===== config.mk =====
export PLATFORM = sky130hd
export DESIGN_NAME = fetch_controller
export DESIGN_NICKNAME = d
export VERILOG_FILES = /design/src/rtl/cpu_ctrl_pkg.sv /design/src/rtl/fetch_controller.sv
export SDC_FILE = /design/constraint.sdc
export NUM_CORES = 1
export LEC_CHECK = 0
export ABC_AREA = 0
export ABC_CLOCK_PERIOD_IN_PS = 1300
export CAP_MARGIN = 20
export CORE_ASPECT_RATIO = 1.2
export CORE_MARGIN = 2
export CORE_UTILIZATION = 37
export CTS_BUF_LIST = sky130_fd_sc_hd__clkbuf_16
export DETAILED_ROUTE_END_ITERATION = 16
export PLACE_DENSITY = 0.73
export SYNTH_ARGS = -nofsm -noshare
export SYNTH_HDL_FRONTEND = slang
export SYNTH_SLANG_ARGS = --single-unit
export TNS_END_PERCENT = 100

===== constraint.sdc =====
create_clock -name clk -period 1.3 [get_ports clk]
set_input_delay 0.195 -clock clk [delete_from_list [all_inputs] [get_ports clk]]
set_output_delay 0.195 -clock clk [all_outputs]
set_load 0.1 [all_outputs]

===== src/rtl/cpu_ctrl_pkg.sv =====
// Shared CPU control definitions: fetch FSM state encoding and instruction width default.
// The WAIT state exists only when FETCH_WAIT_STATE_EN is defined.
package cpu_ctrl_pkg;

    localparam int unsigned IBYTES_DEFAULT = 3;

    typedef enum logic [2:0] {
        IDLE,
        CLR,
        READ,
`ifdef FETCH_WAIT_STATE_EN
        WAIT,
`endif
        CAPTURE,
        EXEC,
        BRANCH
    } fetch_state_t;

    // Memory is selected and output-enabled for the whole read access of a byte.
    function automatic logic mem_strobe(input fetch_state_t s);
        logic a;
        a = (s == READ) || (s == CAPTURE);
`ifdef FETCH_WAIT_STATE_EN
        a = a || (s == WAIT);
`endif
        return a;
    endfunction

endpackage


===== src/rtl/fetch_controller.sv =====
// Instruction fetch controller: reads IBYTES bytes per instruction, hands off to the decoder,
// then continues, branches or halts. Define FETCH_WAIT_STATE_EN to add one memory wait cycle per byte.
module fetch_controller
    import cpu_ctrl_pkg::*;
#(
    parameter int unsigned IBYTES = IBYTES_DEFAULT
) (
    input  logic       clk,
    input  logic       rst,
    input  logic       start,
    input  logic       halt,
    input  logic       op_rdy,
    input  logic       exec_done,
    input  logic       br_req,
    input  logic [7:0] br_addr,
    output logic       m_cs,
    output logic       m_oe,
    output logic       m_we,
    output logic       ir_rst,
    output logic       ir_en,
    output logic       pc_en,
    output logic       pc_br_en,
    output logic [7:0] pc_next_instr_addr,
    output logic       busy,
    output logic [1:0] byte_cnt,
    output logic       seq_err
);

    localparam logic [1:0] LAST_BYTE = 2'(IBYTES - 1);

    fetch_state_t state;
    fetch_state_t state_nxt;
    logic [1:0]   cnt_nxt;

    assign m_we = 1'b0;

    always_comb begin
        state_nxt = state;
        cnt_nxt   = byte_cnt;
        case (state)
            IDLE:    if (start) state_nxt = CLR;
            CLR: begin
                cnt_nxt   = '0;
                state_nxt = READ;
            end
`ifdef FETCH_WAIT_STATE_EN
            READ:    state_nxt = WAIT;
            WAIT:    state_nxt = CAPTURE;
`else
            READ:    state_nxt = CAPTURE;
`endif
            CAPTURE: begin
                if (byte_cnt == LAST_BYTE) begin
                    cnt_nxt   = '0;
                    state_nxt = EXEC;
                end else begin
                    cnt_nxt   = byte_cnt + 2'd1;
                    state_nxt = READ;
                end
            end
            EXEC: begin
                if (exec_done) begin
                    if (br_req)    state_nxt = BRANCH;
                    else if (halt) state_nxt = IDLE;
                    else           state_nxt = READ;
                end
            end
            BRANCH:  state_nxt = halt ? IDLE : READ;
            default: state_nxt = IDLE;
        endcase
    end

    // Strobes are registered from the next state so each output is glitch-free and state-aligned.
    always_ff @(posedge clk) begin
        if (rst) begin
            state              <= IDLE;
            byte_cnt           <= '0;
            m_cs               <= 1'b0;
            m_oe               <= 1'b0;
            ir_rst             <= 1'b0;
            ir_en              <= 1'b0;
            pc_en              <= 1'b0;
            pc_br_en           <= 1'b0;
            busy               <= 1'b0;
            seq_err            <= 1'b0;
            pc_next_instr_addr <= '0;
        end else begin
            state    <= state_nxt;
            byte_cnt <= cnt_nxt;
            m_cs     <= mem_strobe(state_nxt);
            m_oe     <= mem_strobe(state_nxt);
            ir_rst   <= (state_nxt == CLR);
            ir_en    <= (state_nxt == CAPTURE);
            pc_en    <= (state_nxt == CAPTURE);
            pc_br_en <= (state_nxt == BRANCH);
            busy     <= (state_nxt != IDLE);

            if (state == EXEC && exec_done && br_req)
                pc_next_instr_addr <= br_addr;

            if (state == CLR)
                seq_err <= 1'b0;
            else if (exec_done && (state != EXEC || !op_rdy))
                seq_err <= 1'b1;
        end
    end

endmodule


==> results of run 1 <==
## routing by layer
| layer | share of wire, % | global-route usage, % |
|---|---|---|
| met2 | 56 | 31.1 |
| met4 | 3.1 | 11.5 |
| met3 | 2.9 | 2.60 |
| met5 | 0 | 0 |
| met1 | 38 | 20.9 |
## cell families (layout without fill, tap and decap cells)
kind of cell,Yosys count,after routing
other,1,1
and+or+nand+nor,31,31
DFF,19,19
muxes,1,1
AOI/OAI and AO/OA,25,25
buffers and inverters,10,48
## what timing repair did
item                                    CTS  global route
endpoints found under the setup margin   11             6
hold endpoints to repair                  0             0
pin swaps                                 1             2
resized for setup                         5             5
buffers inserted                          0             2
## cells in the mapped netlist, drive strengths merged
| master | number |
|---|---|
| mux2i | 1 |
| nand3b | 2 |
| nand4b | 1 |
| a21oi | 8 |
| dfxtp | 19 |
| nor2 | 6 |
| and4bb | 1 |
| o311ai | 1 |
| and4b | 1 |
| nor3 | 3 |
| o21ai | 9 |
| buf | 8 |
| nand2b | 2 |
| o221a | 1 |
| nand3 | 8 |
| a211o | 1 |
| and3b | 1 |
| and2 | 1 |
| a31oi | 1 |
| or3b | 1 |
| clkbuf | 1 |
| conb | 1 |
| a211oi | 1 |
| nor3b | 1 |
| inv | 1 |
| nand2 | 3 |
| a2bb2oi | 1 |
| a21boi | 1 |
| a22oi | 1 |
## path summary, 6_finish.rpt
check	to	slack, ns	depth (start not counted)
worst min-delay path	pc_next_instr_addr[7]	0.52	2
worst max-delay path	ir_rst	0.03	4
worst max register to register	pc_next_instr_addr[1]	0.04	5
worst min register to register	pc_next_instr_addr[7]	0.52	2
## worst reg2reg max path, delay by kind of cell (launching register included)
family                 cells  cell delay (ns)
AND/OR/NAND/NOR            2             0.34
buffers and inverters      2             0.31
flip-flops                 1             0.37
AO/OA/AOI/OAI              1             0.16
## state kept, by name, summed over array words and instances, names as in the netlist
name	flops
busy	1
byte_cnt	2
ir_rst	1
m_oe	1
pc_br_en	1
pc_en	1
pc_next_instr_addr	8
seq_err	1
state	3
## power breakdown
group	internal (mW)	total [mW]	switching (mW)
sequential	0.604	0.630	0.0254
combinational	0.159	0.383	0.223
clock	0.411	0.615	0.203
total	1.18	1.63	0.452
## final cells by class
type / count / area (um^2)
Clock inverter: 1 / 5.00
Sequential cell: 19 / 392
Timing Repair Buffer: 43 / 587
Multi-Input combinational cell: 58 / 397
Inverter: 1 / 3.75
Fill cell: 162 / 576
Clock buffer: 3 / 75.1
Tap cell: 30 / 37.5
## stage by stage
stage	TNS, ns	cells	setup WS [ns]	power (mW)	utilization [%]
3_3_place_gp	-1.55	149	-0.210	0.997	65.9
4_1_cts	-0.0195	153	-0.00901	1.62	70.4
5_1_grt	-0.0220	155	-0.0160	1.68	72.2
2_1_floorplan	-0.0289	87	-0.0289	0.857	-
6_report	0	155	0.0323	1.63	72.2
3_5_place_dp	-2.08	149	-0.231	1.00	65.9
==> results.md, run 1 <==
STA:
- The final critical path takes up 97.5% of the cycle.
- The worst clock skew is 0.00179 ns.
- Setup violations remaining at the end of the flow were counted as 0.
- For this run, the top clock speed supported by timing is 0.789 GHz.
- The number of max-slew violations in the final report was 0.
- Counting I/O delays and the setup requirement, the final critical path takes 1.27 ns.
- The post-route worst hold slack is 0.518 ns.
- The count of endpoints failing hold in the final timing report is 0.

Yosys:
- Dividing the synthesized area by the synthesized cell count gives 9.45 um^2.
- After synthesis, the cell types taking the most area are dfxtp_1 46%, a21oi_1 4.9%, nand3_1 4.9%, o21ai_1 4.9%, buf_6 4.1%.
- The gate count of the mapped netlist is 87.
- The adder and majority cell fraction of the synthesized area is 0%.
- The xor/xnor share of the synthesized area is 0%.
- The portion of the post-synthesis area used by sequential elements is 46.3%.
- Multiplexer cells account for 1.22% of the synthesized area.
- For this run, the number of Yosys warnings is 0.
- After Yosys synthesis, and, or, nand and nor cells account for 23.1% of the synthesized area.
- Synthesis inferred 19 register bits.
- The distinct cell type count of the synthesized netlist is 33.
- The post-synth design cell area is 822 um^2.
- The main combinational cell family by area after synthesis is simple AND/OR/NAND/NOR gates.
- The share of the synthesized area in the top cell type is 46.3%.
- The cell taking the most area after synthesis is dfxtp_1.
- When the netlist entered floorplanning its net count stood at 102.
- The synthesized netlist devotes 20.1% of its cell area to compound gates.

Finish:
- The growth of design area from synthesis to finish is 82.0%.
- The most common cell after layout, fill and taps aside is buf_12.
- Leaving out fill and tap cells, the most frequent cells in the layout are 18 x buf_12, 14 x clkdlybuf4s50_1, 12 x dfxtp_1, 10 x buf_4, 8 x o21ai_1.
- In the final layout, the share of cells above drive strength 1 is 40.0%.
- Summing all non-filler instances in the final layout gives an area of 1500 um^2.
- 0 antenna diodes ended up in the layout.
- The total number of nets in the final design is 141.

Global routing:
- Entering global routing, the biggest net connects 12 pins.
- The initial antenna violation count is 0.
- The first-pass GRT wire length is 3540 um.
- The via count of the first global-routing pass is 778.
- For this run the aggregate overflow at the end of global routing stands at 0.
- Global routing used 18.6% of the available tracks.

Run status:
- The flow ran to the end, and the final reports show no timing, DRC or antenna violations.

Setup path:
- For the worst setup path, the data required time is 1.49 ns.
- In this run the worst path has a maximum fanout of 5.
- The data arrival time of the critical path is 1.46 ns.
- STA classifies the critical path endpoint as a register.
- On the worst path, the slowest cell contributes a delay of 0.49 ns.
- By startpoint and endpoint, the worst setup path is classified as input port to register.
- The largest individual stage delay along the critical path comes from the cell clkdlybuf4s50_1.
- In this run the critical register-to-register path is launched from state[1].
- Together, buffers and inverters on the worst path number 1.
- The nature of the critical path startpoint is an input port.
- The critical path starts at br_req.
- Walking the worst path, the cells encountered are clkdlybuf4s50_1 > and3b_1 > o311ai_4 > and4b_1.
- On the critical path the largest part of the delay comes from buffers and inverters.

Pwr:
- The power per cell area is 1090 nW/um^2.
- The leakage dissipation is 0.566 nW.
- The worst-case vdd ir drop is 0.932 mV.

Job:
- The count of max-cap constraint violations is 0.

Route:
- Wires add up to 2290 um.
- The DRC violations left is 0.
- The overall via count from detail_route is 807.
- For this block, the initial DRC count from the detailed router was 21.
- In the routed layout, each cell is associated on average with a via count of 5.21.
- The first detailed-routing pass ran for 4 iterations.
- The wire length per cell after detailed routing is 14.8 um.
- The count of antenna-violating nets left after detailed routing is 0.

Placement:
- Detailed placement finished with a half-perimeter wire length of 1520 um.
- The area after detailed placement is 1370 um^2.
- At the end of routability-driven placement, the weighted congestion stood at 0.818.
- The number of input and output port buffers inserted is 32.

Clock tree:
- The clock reaches the later pin of the worst-skew pair after 0.25 ns.
- The longest clock path from root to sink contains 2 buffers.
- In this run, post-CTS hold repair placed 0 buffers.
- The number of sinks on the clock net is 19.
- CTS built an H-tree with a depth of 1.
- TritonCTS built the clock tree.
- The root buffer cell chosen for the clock tree is clkbuf_16.
- After clock tree synthesis, the clock-pin slew on the worst setup and hold paths is 0.05 ns.
- The number of buffers created by CTS is 3.

Die:
- The count of standard-cell rows is 18.
- In this run the count of I/O pins placed on the die edge is 34.
- The die covers 2620 um^2.
- The area of the core is 2070 um^2.
- In this run the vertical extent of the chip is 55.6 um.
- The die is 47.0 um wide.
- The initial core utilization is 39.7%.

Worst hold path:
- The critical hold path startpoint is pc_next_instr_addr[7].
- The min-delay analysis places its worst path in the category register to register.
No activity file was read; power rests on OpenSTA's default activity.
==> run 2: changes to the inputs <==
--- a/config.mk
+++ b/config.mk
@@ -9,7 +9,7 @@
 export ABC_CLOCK_PERIOD_IN_PS = 1300
 export CAP_MARGIN = 20
 export CORE_ASPECT_RATIO = 1.2
-export CORE_MARGIN = 2
+export CORE_MARGIN = 3
 export CORE_UTILIZATION = 37
 export CTS_BUF_LIST = sky130_fd_sc_hd__clkbuf_16
 export DETAILED_ROUTE_END_ITERATION = 16
==> results.md, run 2 (synthesis gave the netlist of run 1 again) <==
Pwr:
- The switching power is 449 uW (-0.63%).
- The combinational group share of total power came to 22.7% (-0.8 points).
- The power after layout is 1.61 mW (-0.84%).
- The leakage dissipation is 0.544 nW (-3.9%).
- The worst-case vdd ir drop came to 0.827 mV (-11%).
- The power per cell area came to 1110 nW/um^2 (+2.1%).
- The net switching share of the total power was 27.8% (+0.061 points).
- The fraction of power consumed by the clock network is 38.3% (+0.5 points).
- The internal power component is 1.16 mW (-0.93%).
- The sequential share of power is 39.0% (+0.3 points).

Clock tree:
- The clock input transition at the sequential cells of the worst setup and hold paths is 0.05 ns (about the same).
- The CTS tree is built.
- The tree is rooted in a clkbuf_16.
- The maximum level of the CTS H-tree was 1 (unchanged).
- The maximum root-to-sink buffer count was 2 (unchanged).
- The number of sinks on the clock net came to 19 (unchanged).
- The number of buffers created by CTS is 3 (unchanged).
- The hold buffer count at CTS is 0 (unchanged).
- The post-CTS repair timing setup buffer count was 0 (unchanged).
- The worst-skew pair later-pin latency is 0.25 ns (about the same).

Placement:
- The final weighted congestion of routability-driven global placement was 0.862 (+5.4%).
- The cell count after placement is 147 (-1.3%).
- The placement-stage worst setup slack came to -0.242 ns (-0.0109 ns).
- The final HPWL from detailed placement was 1460 um (-4.0%).
- The number of input and output port buffers inserted is 32 (unchanged).

STA:
- The total of endpoints with negative setup slack in the final report is 0 (unchanged).
- The worst clock skew came to 0.00237 ns (+0.000587 ns).
- The count of endpoints failing hold in the final timing report was 0 (unchanged).
- The number of max-slew violations in the final report is 0 (unchanged).
- The post-route worst setup slack was 0.0434 ns (+0.0111 ns).
- The final period utilization is 96.7% (-0.85 points).
- The shortest clock period the worst path allows after layout is 1.26 ns (-0.0111 ns).
- The fmax is 0.796 GHz (+0.88%).

Die:
- The chip width is 49.0 um (+4.3%).
- The initial core utilization is 39.2% (-0.43 points).
- The number of top-level design ports was 34 (unchanged).
- The count of standard-cell rows is 18 (unchanged).
- The area of the die came to 2830 um^2 (+8.0%).
- The chip height came to 57.6 um (+3.6%).
- The area of the core is 2090 um^2 (+1.1%).

Global routing:
- The maximum number of pins on one net before global-route repair is 12 (unchanged).
- The total congestion overflow after global routing is 0 (unchanged).
- The first-pass GRT wire length came to 3420 um (-3.5%).
- The initial antenna violation count came to 0 (unchanged).
- The via count of the first global-routing pass is 773 (-0.64%).
- The global router's overall resource usage is 15.3% (-3.4 points).

Route:
- The count of antenna-violating nets left after detailed routing came to 0 (unchanged).
- The wire length per cell after detailed routing was 13.5 um (-8.4%).
- The first-pass iteration count of the detailed router came to 4 (unchanged).
- The via-per-instance ratio is 5.05 (-3.1%).
- The DRC violation total after the first TritonRoute iteration was 22 (+4.8%).
- The overall via count from detail_route is 762 (-5.6%).
- The DRC violations left came to 0 (unchanged).
- The aggregate routed wire length was 2050 um (-11%).

Finish:
- The number of filler instances in the final layout is 152 (-6.2%).
- The share of final-layout standard cells stronger than drive strength 1 is 35.5% (-4.5 points).
- The antenna diode count is 0 (unchanged).
- The register ranked first by flip-flop count is pc_next_instr_addr.
- The flip-flop count of the largest register after layout is 8 (unchanged).
- In the layout the commonest cells are 18 x buf_12, 14 x clkdlybuf4s50_1, 12 x dfxtp_1, 8 x nand3_1, 8 x o21ai_1.
- The largest registers in the layout are pc_next_instr_addr: 8 flops, state: 3 flops, byte_cnt: 2 flops.
- The library cell used most frequently in the layout, excluding fill and tap cells, is buf_12.
- The total number of nets in the final design came to 137 (-2.8%).
- The final cell count without fillers is 151 (-2.6%).
- The area growth from synthesis to layout is 76.7%.

Setup path:
- The critical path capture point type is a register.
- The data arrival time of the critical path is 1.44 ns (-0.02 ns).
- The number of logic stages on the critical path including buffering is 4 (unchanged).
- The logic depth of the worst register-to-register path is 3 (-2).
- The endpoint required time on the critical path is 1.49 ns (about the same).
- The family with the most delay on the worst path is buffers and inverters.
- The maximum net fanout on the critical path is 5 (unchanged).
- Among all stages on the critical path, the largest delay is contributed by clkdlybuf4s50_1.
- The signal on the critical path passes through clkdlybuf4s50_1 > and3b_1 > o311ai_4 > and4b_1.
- The highest cell delay on the worst timing path is 0.49 ns (about the same).
- The worst setup path category is input port to register.
- The nature of the critical path startpoint is an input port.
- The count of buffer and inverter cells on the critical path came to 1 (unchanged).

Worst hold path:
- The type of the tightest min-delay check is input port to register.
- The depth of the worst hold-timing path was 3 (+1).

Job:
- The count of max-cap constraint violations was 0 (unchanged).

Run status:
- The run finished with clean final reports.
run 2: changes by cell type in the layout (fill, tap and decap cells not counted):
cell     delta
nand3_2     -1
nor3_1      +1
dfxtp_4     -1
dfxtp_2     +1
nand3_1     +1
buf_4       -4
nor3_2      -1
and2_2      -1
and2_1      +1
run 2: area by class of cell:
type | instances | area (um^2) | share of cell area, %
Inverter | 1 | 3.75 | 0.258
Tap cell | 30 | 37.5 | 2.58
Timing Repair Buffer | 39 | 557 | 38.3
Multi-Input combinational cell | 58 | 385 | 26.5
Clock buffer | 3 | 75.1 | 5.17
Clock inverter | 1 | 5.00 | 0.345
Sequential cell | 19 | 389 | 26.8
run 2: metal layers:
layer | GRT usage, % | up-vias | part of all wire (%)
met5 | 0 | - | 0
met4 | 6.91 | 0 | 0.20
met3 | 3.34 | 2 | 5.8
met2 | 27.0 | 27 | 53
met1 | 17.6 | 357 | 40
li1 | - | 376 | -
run 2: path summary, 6_finish.rpt:
| kind | endpoint | slack, ns | start |
|---|---|---|---|
| min | pc_next_instr_addr[7] | 0.51 | br_addr[7] |
| min reg2reg | pc_next_instr_addr[7] | 0.52 | pc_next_instr_addr[7] |
| max reg2reg | ir_rst | 0.05 | state[1] |
| max | ir_rst | 0.04 | br_req |
run 2: repair_timing:
action / in CTS / in global routing
endpoints found under the setup margin: 1 / 8
resized for setup: 2 / 4
pin swaps: 0 / 1
run 2: stage by stage:
stage / hold slack [ns] / setup TNS (ns) / utilization [%] / instance area (um^2)
after CTS: 0.513 / 0 / 68.8 / 1440
after floorplan: 0.343 / -0.0289 / - / 828
after global routing: 0.519 / -0.00723 / 69.4 / 1450
after global placement: 0.503 / -1.49 / 64.5 / 1350
after detailed placement: 0.512 / -1.96 / 64.5 / 1350
final: 0.508 / 0 / 69.4 / 1450
run 2: worst register-to-register path, delay by kind of cell, from the launching register on:
kind | cells | cell delay [ns]
AO/OA/AOI/OAI | 2 | 0.54
flip-flops | 1 | 0.37
AND/OR/NAND/NOR | 1 | 0.23
run 2: power groups by stage:
stage	Combinational, mW	Clock [mW]	Sequential (mW)
after floorplan	0.129	0	0.728
after global placement	0.352	0	0.640
after detailed placement	0.356	0	0.641
after CTS	0.365	0.622	0.629
after global routing	0.379	0.657	0.632
final	0.366	0.618	0.629
==> run 3: changes to the inputs <==
--- a/config.mk
+++ b/config.mk
@@ -7,7 +7,7 @@
 export LEC_CHECK = 0
 export ABC_AREA = 0
 export ABC_CLOCK_PERIOD_IN_PS = 1300
-export CAP_MARGIN = 20
+export CAP_MARGIN = 40
 export CORE_ASPECT_RATIO = 1.2
 export CORE_MARGIN = 3
 export CORE_UTILIZATION = 37
==> results of run 3 <==
The final DEF is identical to that of run 2; final timing and power are the same.
